### config.mk
export PLATFORM = sky130hd
export DESIGN_NAME = phase_accumulator
export DESIGN_NICKNAME = d
export VERILOG_FILES = /design/src/rtl/phase_accumulator.sv
export SDC_FILE = /design/constraint.sdc
export NUM_CORES = 1
export LEC_CHECK = 0
export BUFFER_PORTS_ARGS = -buffer_cell sky130_fd_sc_hd__buf_2
export CORE_ASPECT_RATIO = 1.2
export CORE_MARGIN = 2
export CORE_UTILIZATION = 40
export CTS_CLUSTER_DIAMETER = 30
export DETAILED_ROUTE_END_ITERATION = 8
export SLEW_MARGIN = 0
export SYNTH_ARGS = -nofsm -noshare
export SYNTH_HDL_FRONTEND = slang
export SYNTH_SLANG_ARGS = --single-unit
### constraint.sdc
create_clock -name clk -period 8 [get_ports clk]
set_clock_uncertainty 0.15 [all_clocks]
set_input_delay 2.4 -clock clk [delete_from_list [all_inputs] [get_ports clk]]
set_output_delay 2.4 -clock clk [all_outputs]
set_load 0.02 [all_outputs]
### src/rtl/phase_accumulator.sv
// DDS phase accumulator (NCO) with phase-continuous FTW updates
// and a linear per-wrap frequency sweep.
module phase_accumulator #(
    parameter int ACC_W   = 32,
    parameter int PHASE_W = 12,
    parameter int STEP_W  = 16
) (
    input  logic               clk,
    input  logic               rst,
    input  logic               enable,
    input  logic [ACC_W-1:0]   ftw_in,
    input  logic               ftw_valid,
    output logic               ftw_ready,
    input  logic [PHASE_W-1:0] phase_off,
    input  logic               sweep_en,
    input  logic [STEP_W-1:0]  sweep_step,
    input  logic [ACC_W-1:0]   sweep_stop,
    output logic [PHASE_W-1:0] phase_out,
    output logic               wrap_pulse,
    output logic               sweep_done
);

    typedef enum logic [1:0] {
        S_RUN,
        S_PEND,
        S_SWEEP
    } state_t;

    state_t             state;
    state_t             state_next;
    logic [ACC_W-1:0]   acc;
    logic [ACC_W-1:0]   acc_next;
    logic [ACC_W:0]     acc_sum;
    logic               wrap;
    logic [ACC_W-1:0]   ftw_act;
    logic [ACC_W-1:0]   ftw_act_next;
    logic [ACC_W-1:0]   ftw_pend;
    logic [ACC_W-1:0]   ftw_pend_next;
    logic [ACC_W:0]     sweep_sum;
    logic               done_next;
    logic               hs;
    logic [PHASE_W-1:0] phase_next;

    assign hs = ftw_valid && ftw_ready;

    // Accumulator add; the carry of the widened sum is the wrap event
    always_comb begin
        acc_sum  = {1'b0, acc} + {1'b0, ftw_act};
        acc_next = acc;
        wrap     = 1'b0;
        if (enable) begin
            acc_next = acc_sum[ACC_W-1:0];
            wrap     = acc_sum[ACC_W];
        end
    end

    // Sweep increment kept one bit wider so it never wraps past sweep_stop
    always_comb begin
        sweep_sum = {1'b0, ftw_act}
                  + {{(ACC_W + 1 - STEP_W){1'b0}}, sweep_step};
    end

    // Output phase: top accumulator bits plus offset, modulo 2^PHASE_W
    always_comb begin
        phase_next = acc_next[ACC_W-1 -: PHASE_W] + phase_off;
    end

    // Next-state logic: FTW handoff at wrap and per-wrap sweep stepping
    always_comb begin
        state_next    = state;
        ftw_act_next  = ftw_act;
        ftw_pend_next = ftw_pend;
        done_next     = 1'b0;
        unique case (state)
            S_RUN: begin
                if (hs) begin
                    if (ftw_act == '0) begin
                        ftw_act_next = ftw_in;
                    end else begin
                        ftw_pend_next = ftw_in;
                        state_next    = S_PEND;
                    end
                end else if (sweep_en && (ftw_act < sweep_stop)) begin
                    state_next = S_SWEEP;
                end
            end
            S_PEND: begin
                if (wrap) begin
                    ftw_act_next = ftw_pend;
                    state_next   = S_RUN;
                end
            end
            S_SWEEP: begin
                if (!sweep_en) begin
                    state_next = S_RUN;
                end else if (wrap) begin
                    if (sweep_sum >= {1'b0, sweep_stop}) begin
                        ftw_act_next = sweep_stop;
                        done_next    = 1'b1;
                        state_next   = S_RUN;
                    end else begin
                        ftw_act_next = sweep_sum[ACC_W-1:0];
                    end
                end
            end
            default: begin
                state_next = S_RUN;
            end
        endcase
    end

    // State, accumulator and registered outputs
    always_ff @(posedge clk) begin
        if (rst) begin
            state      <= S_RUN;
            acc        <= '0;
            ftw_act    <= '0;
            ftw_pend   <= '0;
            ftw_ready  <= 1'b1;
            phase_out  <= '0;
            wrap_pulse <= 1'b0;
            sweep_done <= 1'b0;
        end else begin
            state      <= state_next;
            acc        <= acc_next;
            ftw_act    <= ftw_act_next;
            ftw_pend   <= ftw_pend_next;
            ftw_ready  <= (state_next == S_RUN);
            phase_out  <= phase_next;
            wrap_pulse <= wrap;
            sweep_done <= done_next;
        end
    end

endmodule

==> summary.md <==
| Metric | Value |
|---|---|
| Outcome | complete, no violations |
| Flop pwr share | 25.1% |
| WL final | between 20 and 30 mm |
| Worst Max-Slew Pin Slew | 1.01 ns |
| Total track usage | 22.7% |
| Final cycle utilization of the critical path | 86.7% |
| Internal power | 0.00201 W |
| Seq cells post-synth | around 110 |
| CP Launch Point | sweep_step[8] |
| Static Leakage | around 5.0 nW |
| Mean Syn Cell Area | just under 8 µm² |
| # port buffers | 111 |
| Overflow after GRT | 0 |
| Post-cts sizing count | 0 |
| WP data required | 8.13 ns |
| Worst EP arrival | 7.06 ns |
| Part of the power in the clock network | approximately a fifth |
| Initial DRC Count | 558 |
| Final worst path period need | 6.94 ns |
| CTS Buffer Depth | 2 |
| GPL Wtd Cong | ~0.91 |
| Post-route DRC | 0 |
| DRT Pass-1 Iters | 5 |
| Worst reg2reg path depth | 19 |
| Area contributors post-synth | dfxtp_1 (23%), ha_1 (16%), a21oi_1 (6.5%), nand2_1 (5.7%), nor2_1 (4.6%) |
| Distinct cells, synth | 78 |
| Final Non-Filler Cells | 1640 |
| Synth async-reset ratio | 0% |
| R2R Path Start | ftw_act[0] |
| Antenna Cells | 0 |
| Setup-failing EPs final | 0 |
| # Post-CTS Setup Buffers | 0 |
| Highest-delay cell along the critical path | o21ai_1 |
| Initial Util | 40.6% |
| Hold path depth | 2 |
| Share of cells above drive strength 1 | 14.7% |
| Syn Std Cell Area | 9690 µm² |
| Largest net degree at the start of global routing | 78 |
| Critical Path Max Stage Delay | 0.51 ns |
| Clock root buffer | clkbuf_16 |
| Share of the yosys chip area belonging to registers | between 20% and 30% |
| Site row count | slightly above 60 |
| Sw Share | 46.0% |
| Placed insts | around 1600 |
| Initial antenna violation count | 0 |
| Combinational group share of total power | 54.7% |
| Cells after Synth | 1227 |
| TritonCTS buffer count | 17 |
| First-pass GRT wire length | 46.3 mm |
| Die W | 146 µm |
| CTS Sinks | between 100 and 150 |
| Most frequent CP cell | a21oi_1 |
| Final Hold Slack | 0.301 ns |
| Pwr dens | 337 nW/µm² |
| Number of flops mapped to enable cells by yosys | 0 |
| Area grow syn2layout | 13.8% |
| Fmax | 144 MHz |
| Number of global-route vias before repair | around 9000 |
| Hold_buf cts | 0 |
| Ys flop type | dfxtp_1 |
| Net Sw Power | 0.00171 W |
| RSZ-0062 raised after global routing | no |
| Commonest cells after routing, fill and taps aside | nand2_1 (146), a21oi_1 (125), ha_1 (125) |
| Yosys top cell area share | 23.3% |
| Post-DP HPWL | roughly 22 mm |
| Synthesis Warnings | 0 |
| Hold crit path type | flop to flop |
| Cell-by-cell trace of the critical path | buf_2 -> ha_1 -> a2111o_1 -> a21oi_1 -> a211oi_1 -> o21ai_1 -> nor3_1 -> xnor2_1 -> ha_1 -> nand4_1 -> nor4_1 -> a21oi_1 -> or3_1 -> a21o_1 -> nand3_4 -> mux2_2 -> a21oi_1 -> o41ai_2 |
| Clock transition at the registers of the reported paths | 0.06 ns |
| WS Path Type | input port to flop |
| HP Start | ftw_pend[14] |
| Syn nets | ~1500 |
| Worst-Skew Late Latency | 0.43 ns |
| Element type at the critical path start | input port |
| Slew Viols, Final | 0 |
| Core Area | 23900 µm² |
| CTS tree | yes |
| Hold Fails Final Rpt | 0 |
| Peak VDD IR | 0.167 mV |
| Total negative setup slack | 0 ns |
| Routed vias/inst | 5.62 |
| Area leader, netlist | dfxtp_1 |
| Endpoint type of the worst setup path | flop |
| CP Max Fanout | 36 |
| Die Height | 175 µm |
| Top Ports | ~110 |
| Commonest non-fill, non-tap cell in the layout | nand2_1 |
| H-tree levels | 4 |
| Max-Cap Viols | 0 |
| Nets | 1534 |
| WL/cell | approximately 18 µm |
| Die area | approximately 25000 µm² |
| Vias post-DR | approximately 9200 |
| Antenna viol nets, final | 0 |
| Max transition margin | approximately a third |
## worst max-delay path, delay by kind of cell
kind	cells	cell delay (ns)
XOR/XNOR	1	0.18
multiplexers	1	0.40
buffers and inverters	1	0.11
AND/OR/NAND/NOR	5	1.45
adder cells (fa/ha/maj)	2	0.64
AO/OA/AOI/OAI	8	1.87
## routing by layer
metal,wire length [µm],track usage [%],share of wire [%],vias up
met2,14400,40.8,50,226
li1,-,-,-,4619
met3,1080,3.70,3.8,41
met5,0,0,0,-
met4,649,7.69,2.2,0
met1,12700,27.5,44,4334
## final timing paths
path	to	slack, ns
hold reg to reg	ftw_pend[14]	0.30
hold / removal	ftw_pend[14]	0.30
setup / recovery	ftw_act[21]	1.06
setup reg to reg	ftw_act[21]	2.60
## sequential cells by signal, indices dropped and copies added (netlist names)
name / cells
ftw_ready: 1
acc: 32
ftw_pend: 32
state: 2
phase_out: 12
sweep_done: 1
wrap_pulse: 1
ftw_act: 32
## area by class of cell
class                   instances  area, µm²
repair buffers                119        618
inverters                      62        233
flip-flops and latches        113       2260
fillers                      2519      12900
multi-input cells             995       6950
clock inverters                10        111
clock buffers                  21        460
well taps                     320        400
## synthesized netlist by cell type (12+ instances only)
| cell | number |
|---|---|
| inv_1 | 60 |
| mux2i_1 | 30 |
| a211oi_1 | 15 |
| mux2_2 | 20 |
| clkbuf_1 | 40 |
| nor3_1 | 17 |
| xnor2_1 | 42 |
| nor2b_1 | 16 |
| xor2_1 | 23 |
| a21o_1 | 27 |
| dfxtp_1 | 113 |
| ha_1 | 126 |
| a31oi_1 | 17 |
| nand4_1 | 19 |
| nand2_1 | 147 |
| nand3_1 | 33 |
| o21ai_0 | 45 |
| a21oi_1 | 125 |
| o211ai_1 | 13 |
| nor2_1 | 119 |
| and2_1 | 12 |
## through the flow
step                worst slack (ns)  utilization, %  instance area [µm²]  power [W]
finish                          1.06            46.2                11000    0.00372
global route                   0.719            46.2                11000    0.00403
CTS                             1.15            46.2                11000    0.00373
detailed placement             0.711            43.8                10500    0.00297
global placement               0.808            43.8                10500    0.00294
floorplan                       1.65               -                 9690    0.00245
## power by group through the flow
stage | sequential (W) | clock [W] | combinational (W)
finish | 0.000934 | 0.000750 | 0.00203
global route | 0.000950 | 0.000786 | 0.00230
CTS | 0.000934 | 0.000764 | 0.00204
detailed placement | 0.000946 | 0 | 0.00202
global placement | 0.000943 | 0 | 0.00200
floorplan | 0.000880 | 0 | 0.00157
## cells by family after synthesis
family	share of synthesized area, %
xor+xnor	5.87
buf+inv	5.15
mux	5.42
compound gates	24.5
fa+ha+maj	16.9
flops	23.3
simple gates	18.9
No activity file was read; power rests on OpenSTA's default activity.
